## src/rtl/huf_bit_packer.sv

```systemverilog
// Packs a serial Huffman code bitstream MSB-first into bytes and queues them
// for a byte-wide sink, tagging the final byte of each message with Last and a pad count.
module huf_bit_packer #(
    parameter int unsigned FIFO_DEPTH = 4,
    parameter int unsigned CNT_W      = 16
) (
    input  logic             Clk,
    input  logic             Reset,
    input  logic             Bit_in,
    input  logic             Bit_Valid,
    input  logic             Flush,
    input  logic             Byte_Ready,
    output logic [7:0]       Byte_out,
    output logic             Byte_Valid,
    output logic             Byte_Last,
    output logic [2:0]       Pad_Bits,
    output logic [CNT_W-1:0] Bit_Count,
    output logic             Busy,
    output logic             Flush_Done,
    output logic             Overflow
);

    localparam int unsigned AW = $clog2(FIFO_DEPTH);
    localparam int unsigned CW = AW + 1;

    typedef enum logic [1:0] {ACC, F_HOLD, F_PART, F_DONE} state_t;

    state_t           state_q, state_d;
    logic [7:0]       sr_q, sr_d;
    logic [2:0]       n_q, n_d;
    logic [7:0]       h_q, h_d;
    logic             hv_q, hv_d;
    logic [CNT_W-1:0] bcnt_q, bcnt_d;
    logic             ovf_q, ovf_d;

    // FIFO entry layout: {last, pad[2:0], data[7:0]}
    logic [11:0]      mem_q [FIFO_DEPTH];
    logic [AW-1:0]    wr_q, rd_q;
    logic [CW-1:0]    cnt_q;

    logic             push, pop, full, can_push;
    logic [11:0]      push_word;

    assign pop      = (cnt_q != '0) && Byte_Ready;
    assign full     = (cnt_q == CW'(FIFO_DEPTH));
    assign can_push = !full || pop;

    always_comb begin
        state_d   = state_q;
        sr_d      = sr_q;
        n_d       = n_q;
        h_d       = h_q;
        hv_d      = hv_q;
        bcnt_d    = bcnt_q;
        ovf_d     = ovf_q;
        push      = 1'b0;
        push_word = '0;

        case (state_q)
            ACC: begin
                if (Bit_Valid) begin
                    sr_d[3'd7 - n_q] = Bit_in;
                    n_d = n_q + 3'd1;
                    if (bcnt_q != '1) begin
                        bcnt_d = bcnt_q + 1'b1;
                    end
                    // Completed byte moves to the hold register; the previous
                    // hold byte is known not to be last, so it can be queued now.
                    if (n_q == 3'd7) begin
                        h_d  = {sr_q[7:1], Bit_in};
                        sr_d = '0;
                        hv_d = 1'b1;
                        if (hv_q) begin
                            if (can_push) begin
                                push      = 1'b1;
                                push_word = {1'b0, 3'd0, h_q};
                            end else begin
                                ovf_d = 1'b1;
                            end
                        end
                    end
                end
                if (Flush) begin
                    state_d = F_HOLD;
                end
            end
            F_HOLD: begin
                if (hv_q) begin
                    if (can_push) begin
                        push      = 1'b1;
                        push_word = {(n_q == 3'd0), 3'd0, h_q};
                        hv_d      = 1'b0;
                        state_d   = (n_q == 3'd0) ? F_DONE : F_PART;
                    end
                end else begin
                    state_d = (n_q == 3'd0) ? F_DONE : F_PART;
                end
            end
            F_PART: begin
                if (can_push) begin
                    push      = 1'b1;
                    push_word = {1'b1, 3'd0 - n_q, sr_q};
                    sr_d      = '0;
                    n_d       = '0;
                    state_d   = F_DONE;
                end
            end
            F_DONE: begin
                bcnt_d  = '0;
                state_d = ACC;
            end
            default: state_d = ACC;
        endcase

        if (state_q != ACC && Bit_Valid) begin
            ovf_d = 1'b1;
        end
    end

    always_ff @(posedge Clk or posedge Reset) begin
        if (Reset) begin
            state_q <= ACC;
            sr_q    <= '0;
            n_q     <= '0;
            h_q     <= '0;
            hv_q    <= 1'b0;
            bcnt_q  <= '0;
            ovf_q   <= 1'b0;
        end else begin
            state_q <= state_d;
            sr_q    <= sr_d;
            n_q     <= n_d;
            h_q     <= h_d;
            hv_q    <= hv_d;
            bcnt_q  <= bcnt_d;
            ovf_q   <= ovf_d;
        end
    end

    always_ff @(posedge Clk or posedge Reset) begin
        if (Reset) begin
            for (int unsigned i = 0; i < FIFO_DEPTH; i++) begin
                mem_q[i] <= '0;
            end
            wr_q  <= '0;
            rd_q  <= '0;
            cnt_q <= '0;
        end else begin
            if (push) begin
                mem_q[wr_q] <= push_word;
                wr_q        <= wr_q + 1'b1;
            end
            if (pop) begin
                rd_q <= rd_q + 1'b1;
            end
            case ({push, pop})
                2'b10:   cnt_q <= cnt_q + 1'b1;
                2'b01:   cnt_q <= cnt_q - 1'b1;
                default: cnt_q <= cnt_q;
            endcase
        end
    end

    assign Byte_Valid = (cnt_q != '0);
    assign {Byte_Last, Pad_Bits, Byte_out} = mem_q[rd_q];
    assign Bit_Count  = bcnt_q;
    assign Busy       = (state_q != ACC);
    assign Flush_Done = (state_q == F_DONE);
    assign Overflow   = ovf_q;

endmodule

```

## config.mk

```make
export PLATFORM = sky130hd
export DESIGN_NAME = huf_bit_packer
export DESIGN_NICKNAME = d
export VERILOG_FILES = /design/src/rtl/huf_bit_packer.sv
export SDC_FILE = /design/constraint.sdc
export NUM_CORES = 1
export LEC_CHECK = 0
export ABC_CLOCK_PERIOD_IN_PS = 2800
export CAP_MARGIN = 15
export CORE_MARGIN = 2
export CORE_UTILIZATION = 50
export DETAILED_ROUTE_END_ITERATION = 12
export DONT_BUFFER_PORTS = 1
export GPL_ROUTABILITY_DRIVEN = 0
export GPL_TIMING_DRIVEN = 0
export PLACE_DENSITY = 0.64
export RECOVER_POWER = 50
export SETUP_SLACK_MARGIN = 0.15
export SYNTH_ARGS = -nofsm -noshare
export SYNTH_HDL_FRONTEND = slang
export SYNTH_SLANG_ARGS = --single-unit
```

## constraint.sdc

```tcl
create_clock -name Clk -period 2.8 [get_ports Clk]
set_clock_uncertainty 0.2 [all_clocks]
set_input_delay 0.42 -clock Clk [delete_from_list [all_inputs] [get_ports Clk]]
set_output_delay 0.42 -clock Clk [all_outputs]
set_load 0.01 [all_outputs]
```

==> results of run 1 <==
==> repair_timing <==
item                       CTS  global route
gates cloned                 0             0
hold buffers                 2             0
hold endpoints to repair    13             0
pin swaps                    5             4
setup buffers                4             5
setup endpoints to repair   10            42
resized for setup            4            14
==> flip-flops by register name, indices dropped and copies added (netlist names), 2 cells and up <==
register   cells
state_q        2
wr_q           2
sr_q           8
mem_q         48
n_q            3
cnt_q          3
rd_q           2
Bit_Count     16
h_q            8
==> cell type report <==
type	instances	share of cell area [%]
multi-input cells	279	45.9
flip-flops and latches	94	41.8
plain buffers	27	3.11
well taps	133	2.96
clock buffers	10	2.27
repair buffers	13	1.73
inverters	18	1.22
clock inverters	6	0.956
==> cells in the final DEF (no fill, tap or decap), drive strengths merged, types with 4 or more instances in the layout <==
cell and count:
mux4 12, o41ai 5, o21ai 17, a31oi 6, buf 25, and2 4
a21oi 11, a22o 13, and3 6, ha 14, nand3 9, and4 5
nor3 4, a221o 5, inv 21, nand4 9, nand2 19, nor2b 7
o311a 4, nor4b 6, nor2 16, mux2 58, nor4 5, dfrtp 94
clkbuf 23
==> worst max-delay path by stage <==
| stage | to | slack (ns) | cells past startpoint |
|---|---|---|---|
| after floorplan | cnt_q[2]$_DFFE_PP0P_ | 0.15 | 12 |
| after global placement | cnt_q[2]$_DFFE_PP0P_ | -0.02 | 12 |
| after detailed placement | cnt_q[2]$_DFFE_PP0P_ | -0.08 | 12 |
| after CTS | cnt_q[2]$_DFFE_PP0P_ | 0.1 | 12 |
| after global routing | Pad_Bits[1] | 0.15 | 3 |
| final | mem_q[36]$_DFFE_PP0P_ | 0.24 | 9 |
==> cell usage after synthesis (all sizes together) (4+ instances only) <==
| library cell | number | area [sq um] |
|---|---|---|
| nand2 | 19 | 73.8 |
| a221o | 5 | 50.1 |
| dfrtp | 94 | 2350 |
| nor2 | 16 | 60.1 |
| nor4 | 5 | 52.6 |
| mux2 | 58 | 653 |
| a21oi | 11 | 58.8 |
| clkbuf | 11 | 51.3 |
| nor4b | 6 | 92.6 |
| and3 | 6 | 37.5 |
| buf | 16 | 113 |
| a22o | 13 | 114 |
| nor3 | 4 | 20.0 |
| a31oi | 6 | 37.5 |
| ha | 14 | 175 |
| nand3 | 9 | 55.1 |
| o41ai | 5 | 43.8 |
| nand4 | 9 | 83.8 |
| o311a | 4 | 40.0 |
| mux4 | 12 | 270 |
| and4 | 5 | 45.0 |
| and2 | 4 | 25.0 |
| o21ai | 17 | 85.1 |
| nor2b | 7 | 43.8 |
| inv | 18 | 67.6 |
==> cell families (layout without fill, tap and decap cells) <==
family / Yosys count / after routing / synth area share, %
and+or+nand+nor: 102 / 102 / 13.4
xor gates and xnor gates: 6 / 6 / 1.03
muxes: 71 / 71 / 18.3
AOI/OAI and AO/OA: 85 / 85 / 12.6
DFF: 94 / 94 / 46.2
buffers and inverters: 45 / 74 / 4.55
adders and majority gates: 15 / 15 / 3.84
==> critical path, cell delays in order (launching register included) <==
cell and delay (ns):
dfrtp_1 0.44, inv_2 0.09, ha_1 0.16, buf_6 0.13
a31o_4 0.16, a21oi_4 0.05, buf_4 0.17, nor4b_2 0.39
buf_4 0.30, mux2_2 0.36
==> report_power, final <==
group,switching (mW),internal (mW)
clock,0.530,0.341
sequential,0.237,1.61
combinational,1.04,0.852
==> per-stage QoR <==
step	TNS, ns	power, mW	hold WS [ns]
global route	0	4.92	0.194
CTS	0	4.54	0.153
floorplan	0	3.19	0.253
finish	0	4.62	0.161
global placement	-0.0175	3.57	0.264
detailed placement	-0.0816	3.62	0.0944
==> layer usage <==
layer,GRT usage (%),up-vias,wire length (um)
met4,6.57,0,165
met3,3.43,14,548
met1,31.4,1776,5390
li1,-,1633,-
met2,30.8,82,4890
met5,0,-,0
==> flow_summary.toml, run 1 <==
[outcome]
outcome = "completed"

[logic_synthesis]
ys_async_sr_fraction_pct = 100
ys_warn_count = 0
syn_area_sq_mm = 0.00509
ys_seq_elements = 94
syn_nets = 439
netlist-cell-type-count = 68
synth_edf_count = 0
synthCells = 418
syn-mean-instance-area_sq_um = 12.2
synthFlopType = "dfrtp_1"
ys_seq_area_share_pct = 46.2

[clock_network]
clock_latency_ns = 0.37
htree_num_levels = 3
path_clk_slew_ns = 0.10
root_buffer = "clkbuf_8"
cts_tree = "built"
cts_sinks = 94
clock_path_buffers = 2
cts_buffers = 9

[sta]
finalWorstSetupSlack_ns = 0.240
finalHoldViolations = 0
timing.fmax_mhz = 391
rsz0062_at_grt = "false"
min_period_ns = 2.56
max-slew-margin-rel_pct = 28.4
setup_viol = 0
drv_slew = 0
tightest_slew_ns = 1.07
post-route-period-util_pct = 91.4

[detailed_routing]
vias = 3505
drtIter0Drc = 173
routed_via_density = 6.04
post-route-drc-count = 0
ant_nets = 0
drt-total-wl_um = 11000
wl_per_cell_um = 19.0
firstDrtPassIters = 4

[flow_run]
maxCapViolCount = 0

[finish]
final_cells = 580
syn_to_final_growth_pct = 10.6
num-fill-cells = 852
drive_gt1_share_pct = 30.2
multiInputGateArea_sq_mm = 0.00258
fin_nets = 463
final_area_sq_mm = 0.00563
ff_latch_area_sq_mm = 0.00235
diodes = 0
post-route-util_pct = 57.3

[place]
place_area_sq_mm = 0.00531
io_buffers = 0
placed_cells = 553
post-place-ws_ns = -0.0816
hpwl_um = 7700

[global_routing]
gr-total-overflow = 0
grt_pass1_vias = 3448
grtUsageTotal_pct = 20.8
grt_start_max_net_pins = 45
antenna_found_initial = 0
grt_pass1_wl_um = 18400

[setup_path]
rr_startpoint = "state_q[1]$_DFFE_PP0P_"
startpoint = "state_q[1]$_DFFE_PP0P_"
r2r_end = "mem_q[36]$_DFFE_PP0P_"
path_class = "flip-flop to flip-flop"
required_ns = 2.85
cp.arrival_ns = 2.61
reg2reg_depth = 9
critPathMaxFanout = 10
setup.worst_path.end_class = "flip-flop"
start_kind = "flip-flop"
ff2ff_setup_slack_ns = 0.24

[hold_path]
whs_endpoint = "state_q[1]$_DFFE_PP0P_"
hold_path.class = "primary input to flip-flop"
min-delay-start = "Flush"
hold_path_depth = 2

[floorplan]
rows = 36
ioPinCount = 38
core_sq_mm = 0.00982
fp.dieW_um = 105
die_y_um = 105
dieArea_sq_mm = 0.0110
floorplan.initialDensity_pct = 51.8

[power_and_ir_drop]
powerDensity_mw_per_mm2 = 821
p_leak_nw = 2.55
irDropWorstVdd_mv = 0.551
Power figures use the tool's default switching activity.
==> run 2: changes to the inputs <==
--- a/config.mk
+++ b/config.mk
@@ -5,7 +5,7 @@
 export SDC_FILE = /design/constraint.sdc
 export NUM_CORES = 1
 export LEC_CHECK = 0
-export ABC_CLOCK_PERIOD_IN_PS = 2800
+export ABC_CLOCK_PERIOD_IN_PS = 2300
 export CAP_MARGIN = 15
 export CORE_MARGIN = 2
 export CORE_UTILIZATION = 50
==> constraint.sdc (replaced) <==
create_clock -name Clk -period 2.3 [get_ports Clk]
set_clock_uncertainty 0.2 [all_clocks]
set_input_delay 0.345 -clock Clk [delete_from_list [all_inputs] [get_ports Clk]]
set_output_delay 0.345 -clock Clk [all_outputs]
set_load 0.01 [all_outputs]
==> run 2 against run 1 <==
Against the previous run: the run now ends with negative setup slack left; wire length up 16%; combinational power up 81%; sequential power up 23%; first-iteration DRC count up 66%; critical path depth up 3; die area unchanged; clock-buffer cell count down 1; non-clock buffer count up 35; fmax up 2.2%; via count up 7.3%; global-route usage up 3.1 points; hold slack worse by 0.054 ns.
==> flow_summary.toml, run 2 (synthesis results as in run 1) <==
[outcome]
outcome = "finished with violations"
violations = "negative setup slack"

[global_routing]
use_met1_pct = 35.6
met3_usage_pct = 4.62
antenna_found_initial = 0
grt_start_max_net_pins = 35
gr-total-overflow = 0
grt_pass1_wl_um = 20800
top_usage_layer = "met2"
use_met2_pct = 36.4
grtUsageTotal_pct = 24.0
grt_pass1_vias = 3756

[finish]
num-fill-cells = 746
largest_register = "mem_q"
fin_nets = 498
largest_reg_flops = 48
drive_gt1_share_pct = 45.6
ff_latch_area_sq_mm = 0.00235
final_common_cell = "dfrtp_1"
multiInputGateArea_sq_mm = 0.00302
diodes = 0
mostFrequentLayoutCells = "93 x dfrtp_1, 48 x mux2_4, 32 x buf_4"
syn_to_final_growth_pct = 29.4
final_cells = 615

[setup_path]
required_ns = 2.39
critPathMaxFanout = 4
setup.worst_path.end_class = "flip-flop"
path_class = "flip-flop to flip-flop"
cp.arrival_ns = 2.60
start_kind = "flip-flop"

[sta]
timing.fmax_mhz = 399
rsz0062_at_grt = "true"
min_period_ns = 2.50
tightest_slew_ns = 0.791
finalWorstSetupSlack_ns = -0.204
setup_viol = 50
drv_slew = 0
setup_tns_ns = -6.04
post-route-period-util_pct = 109
max-slew-margin-rel_pct = 47.3
finalHoldViolations = 0

[floorplan]
ioPinCount = 38
die_y_um = 105
floorplan.initialDensity_pct = 51.8
fp.dieW_um = 105
core_sq_mm = 0.00982
dieArea_sq_mm = 0.0110
rows = 36

[detailed_routing]
drt-total-wl_um = 12800
routed_via_density = 6.11
drtIter0Drc = 288
firstDrtPassIters = 5
vias = 3760
ant_nets = 0
wl_per_cell_um = 20.8
post-route-drc-count = 0

[clock_network]
htree_num_levels = 3
root_buffer = "clkbuf_8"
cts_buffers = 9
cts_sinks = 94
cts_tree = "built"
clock_latency_ns = 0.36
clock_path_buffers = 2
path_clk_slew_ns = 0.10

[place]
placed_cells = 553
hpwl_um = 7950
io_buffers = 0

[hold_path]
hold_path.class = "primary input to flip-flop"

[power_and_ir_drop]
p_leak_nw = 2.95
irDropWorstVdd_mv = 0.823
power_mw = 6.90
powerDensity_mw_per_mm2 = 1050

[flow_run]
maxCapViolCount = 0
run 2: cell types whose count changed in the layout (fill, tap and decap cells not counted), moves of 4 or more:
cell,before,now
mux2_1,4,0
o21ai_2,0,5
buf_8,1,9
mux2_4,0,48
o21ai_1,0,6
mux2_2,54,10
clkbuf_1,9,4
o21ai_0,17,5
o41ai_1,5,1
buf_4,15,32
buf_6,3,18
run 2: area by class of cell:
cell class              count  share of cell area, %
multi-input cells         279                   46.0
flip-flops and latches     94                   35.8
repair buffers             49                   7.15
plain buffers              26                   4.13
well taps                 133                   2.53
clock buffers               9                   1.88
clock inverters             7                   1.41
inverters                  18                   1.20
run 2: per-stage QoR:
| stage | setup WS, ns | hold WS (ns) | utilization (%) | area, sq um |
|---|---|---|---|---|
| floorplan | -0.221 | 0.253 | - | 5140 |
| global placement | -0.389 | 0.264 | 54.1 | 5310 |
| detailed placement | -0.442 | 0.200 | 54.5 | 5350 |
| CTS | -0.214 | 0.0784 | 63.7 | 6250 |
| global route | -0.325 | 0.0946 | 67.0 | 6580 |
| finish | -0.204 | 0.108 | 67.0 | 6580 |
run 2: final timing paths:
check                                            start  cells after the start                   endpoint  slack, ns
worst min-delay path                             Flush                      2     state_q[1]$_DFFE_PP0P_       0.11
max in group asynchronous                        Reset                      4      mem_q[19]$_DFFE_PP0P_       0.16
worst min register to register    cnt_q[2]$_DFFE_PP0P_                      1       cnt_q[2]$_DFFE_PP0P_       0.31
min in group asynchronous                        Reset                      2  Bit_Count[11]$_DFFE_PP0P_       0.39
worst max register to register  state_q[0]$_DFFE_PP0P_                     12       cnt_q[2]$_DFFE_PP0P_      -0.20
worst max-delay path            state_q[0]$_DFFE_PP0P_                     12       cnt_q[2]$_DFFE_PP0P_      -0.20
run 2: timing repair:
| action | 4_1_cts | 5_1_grt |
|---|---|---|
| gates resized for setup | 110 | 74 |
| hold buffers | 2 | 0 |
| gates cloned | 5 | 1 |
| endpoints found under the setup margin | 99 | 94 |
| endpoints found under the hold margin | 34 | 0 |
| buffers inserted | 28 | 11 |
| pin swaps | 12 | 27 |
run 2: worst max-delay path: stages, from the launching register on:
cell	delay, ns
dfrtp_1	0.43
inv_2	0.07
ha_4	0.15
buf_6	0.11
a31o_4	0.23
a21oi_4	0.17
or3_4	0.17
ha_4	0.13
inv_2	0.03
fa_2	0.32
xor2_1	0.14
nor2_1	0.13
xor2_1	0.15
run 2: report_power, final:
group | leakage (nW) | switching [mW] | internal [mW]
sequential | 1.27 | 0.313 | 1.97
clock | 0.103 | 0.661 | 0.531
combinational | 1.57 | 1.66 | 1.77
run 2: metal layers:
metal,share of wire [%],wire [um]
met2,48,6090
met3,3.7,473
met1,48,6090
met4,1.0,133
met5,0,0
==> run 3: changes to the inputs <==
--- a/config.mk
+++ b/config.mk
@@ -7,6 +7,7 @@
 export LEC_CHECK = 0
 export ABC_CLOCK_PERIOD_IN_PS = 2300
 export CAP_MARGIN = 15
+export CORE_ASPECT_RATIO = 1.75
 export CORE_MARGIN = 2
 export CORE_UTILIZATION = 50
 export DETAILED_ROUTE_END_ITERATION = 12
==> run 3 against run 2 <==
Against the previous run: the run still ends with negative setup slack left; cell area down 4.5%; clock-buffer cell count up 1; fmax up 0.17%; largest power group unchanged; register-to-register slack about the same; wire length up 0.48%; combinational power down 15%; sequential share of layout area up 1.7 points; die area up 0.29%.
==> flow_summary.toml, run 3 (synthesis results as in run 1) <==
[finish]
drive_gt1_share_pct = 41.3
largest_reg_flops = 48
diodes = 0
fin_nets = 486
final_common_cell = "dfrtp_1"
multiInputGateArea_sq_mm = 0.00280
final_cells = 595
syn_to_final_growth_pct = 23.6
largest_register = "mem_q"
mostFrequentLayoutCells = "90 x dfrtp_1, 40 x mux2_2, 28 x buf_4"
post-route-util_pct = 63.4
num-fill-cells = 782
ff_latch_area_sq_mm = 0.00236

[place]
io_buffers = 0
placed_cells = 545
hpwl_um = 8530

[setup_path]
critPathMaxFanout = 4
path_class = "flip-flop to flip-flop"
critical-path-slowest-cell = "dfrtp_1"
crit_family = "adder cells"
setup.worst_path.end_class = "flip-flop"
cp_cell_sequence = "inv_2 -> ha_4 -> buf_6 -> a31o_4 -> a21oi_4 -> or3_4 -> ha_4 -> inv_2 -> fa_2 -> xor2_1 -> nor2_1 -> xor2_1"
cp.arrival_ns = 2.57
startpoint = "state_q[0]$_DFFE_PP0P_"
required_ns = 2.37
start_kind = "flip-flop"
reg2reg_depth = 12
critPathMaxStageDelay_ns = 0.40
cp.depth = 12
cp_num_buf_inv = 3
rr_startpoint = "state_q[0]$_DFFE_PP0P_"

[clock_network]
clock_path_buffers = 2
clock_latency_ns = 0.35
cts_sinks = 94
cts_tree = "built"
path_clk_slew_ns = 0.06
root_buffer = "clkbuf_16"
htree_num_levels = 3
cts_buffers = 9

[floorplan]
rows = 48
fp.dieW_um = 80.3
dieArea_sq_mm = 0.0110
core_sq_mm = 0.00991
floorplan.initialDensity_pct = 51.3
ioPinCount = 38
die_y_um = 137

[detailed_routing]
vias = 3707
drt-total-wl_um = 12800
post-route-drc-count = 0
drtIter0Drc = 162
routed_via_density = 6.23
firstDrtPassIters = 4
wl_per_cell_um = 21.6
ant_nets = 0

[outcome]
outcome = "finished with violations"
violations = "negative setup slack"

[sta]
post-route-period-util_pct = 109
finalHoldViolations = 0
finalWorstSetupSlack_ns = -0.200
max-slew-margin-rel_pct = 44.4
setup_viol = 46
tightest_slew_ns = 0.830
min_period_ns = 2.50
rsz0062_at_grt = "true"
drv_slew = 0
hold_slack_ns = 0.151
timing.fmax_mhz = 400
setup_tns_ns = -4.67

[power_and_ir_drop]
p_leak_nw = 2.87
powerDensity_mw_per_mm2 = 1070
irDropWorstVdd_mv = 0.593

[global_routing]
grt_pass1_wl_um = 20500
antenna_found_initial = 0
grtUsageTotal_pct = 24.7
gr-total-overflow = 0
grt_pass1_vias = 3833
grt_start_max_net_pins = 45

[hold_path]
hold_path_depth = 2
hold_path.class = "primary input to flip-flop"
min-delay-start = "Flush"

[flow_run]
maxCapViolCount = 0
## run 3: cell types whose count changed in the layout (fill, tap and decap cells not counted), moves of 3 or more
cell       delta
inv_8         -3
a21oi_2       -3
o21ai_0       +6
dfrtp_2       +3
buf_2         +3
clkbuf_16    +10
clkbuf_8      -7
buf_6         -8
mux2_2       +30
dfrtp_1       -3
a21oi_1       +3
buf_4         -4
o21ai_2       -4
mux2_4       -30
## run 3: power by group
group	switching [mW]	total (mW)	internal, mW
Combinational	1.46	2.90	1.44
Clock	0.653	1.53	0.878
Sequential	0.317	2.29	1.97
## run 3: worst paths after layout
check,end,slack [ns]
hold reg to reg,mem_q[13]$_DFFE_PP0P_,0.30
min in group asynchronous,mem_q[23]$_DFFE_PP0P_,0.38
setup / recovery,cnt_q[2]$_DFFE_PP0P_,-0.20
hold / removal,state_q[0]$_DFFE_PP0P_,0.15
max in group asynchronous,Bit_Count[0]$_DFFE_PP0P_,0.06
setup reg to reg,cnt_q[2]$_DFFE_PP0P_,-0.20
## run 3: area by class of cell
type                       count  area share, %
buffer                        27           4.06
clock buffer                  10           3.80
clock inverter                 6           1.09
inverter                      18           1.15
multi-input combinational    279           44.5
sequential                    94           37.5
tap                          125           2.49
timing repair buffer          36           5.35
## run 3: repair_timing
item	4_1_cts	5_1_grt
setup buffers	23	6
hold endpoints to repair	18	0
gates cloned	2	1
endpoints found under the setup margin	96	95
resized for setup	71	39
pin swaps	15	10
hold buffers	2	0
## run 3: layer usage
metal	wire length [um]	track usage, %	part of all wire (%)
met1	4730	26.7	37
met2	7190	45.0	56
met3	564	6.03	4.4
met4	363	10.8	2.8
met5	0	0	0
## run 3: per-stage QoR
step / setup slack, ns / cell area (sq um) / power (mW)
6_report: -0.200 / 6290 / 6.72
5_1_grt: -0.307 / 6290 / 7.11
4_1_cts: -0.229 / 6150 / 6.53
3_5_place_dp: -0.461 / 5340 / 4.49
3_3_place_gp: -0.444 / 5300 / 4.39
2_1_floorplan: -0.221 / 5140 / 3.92
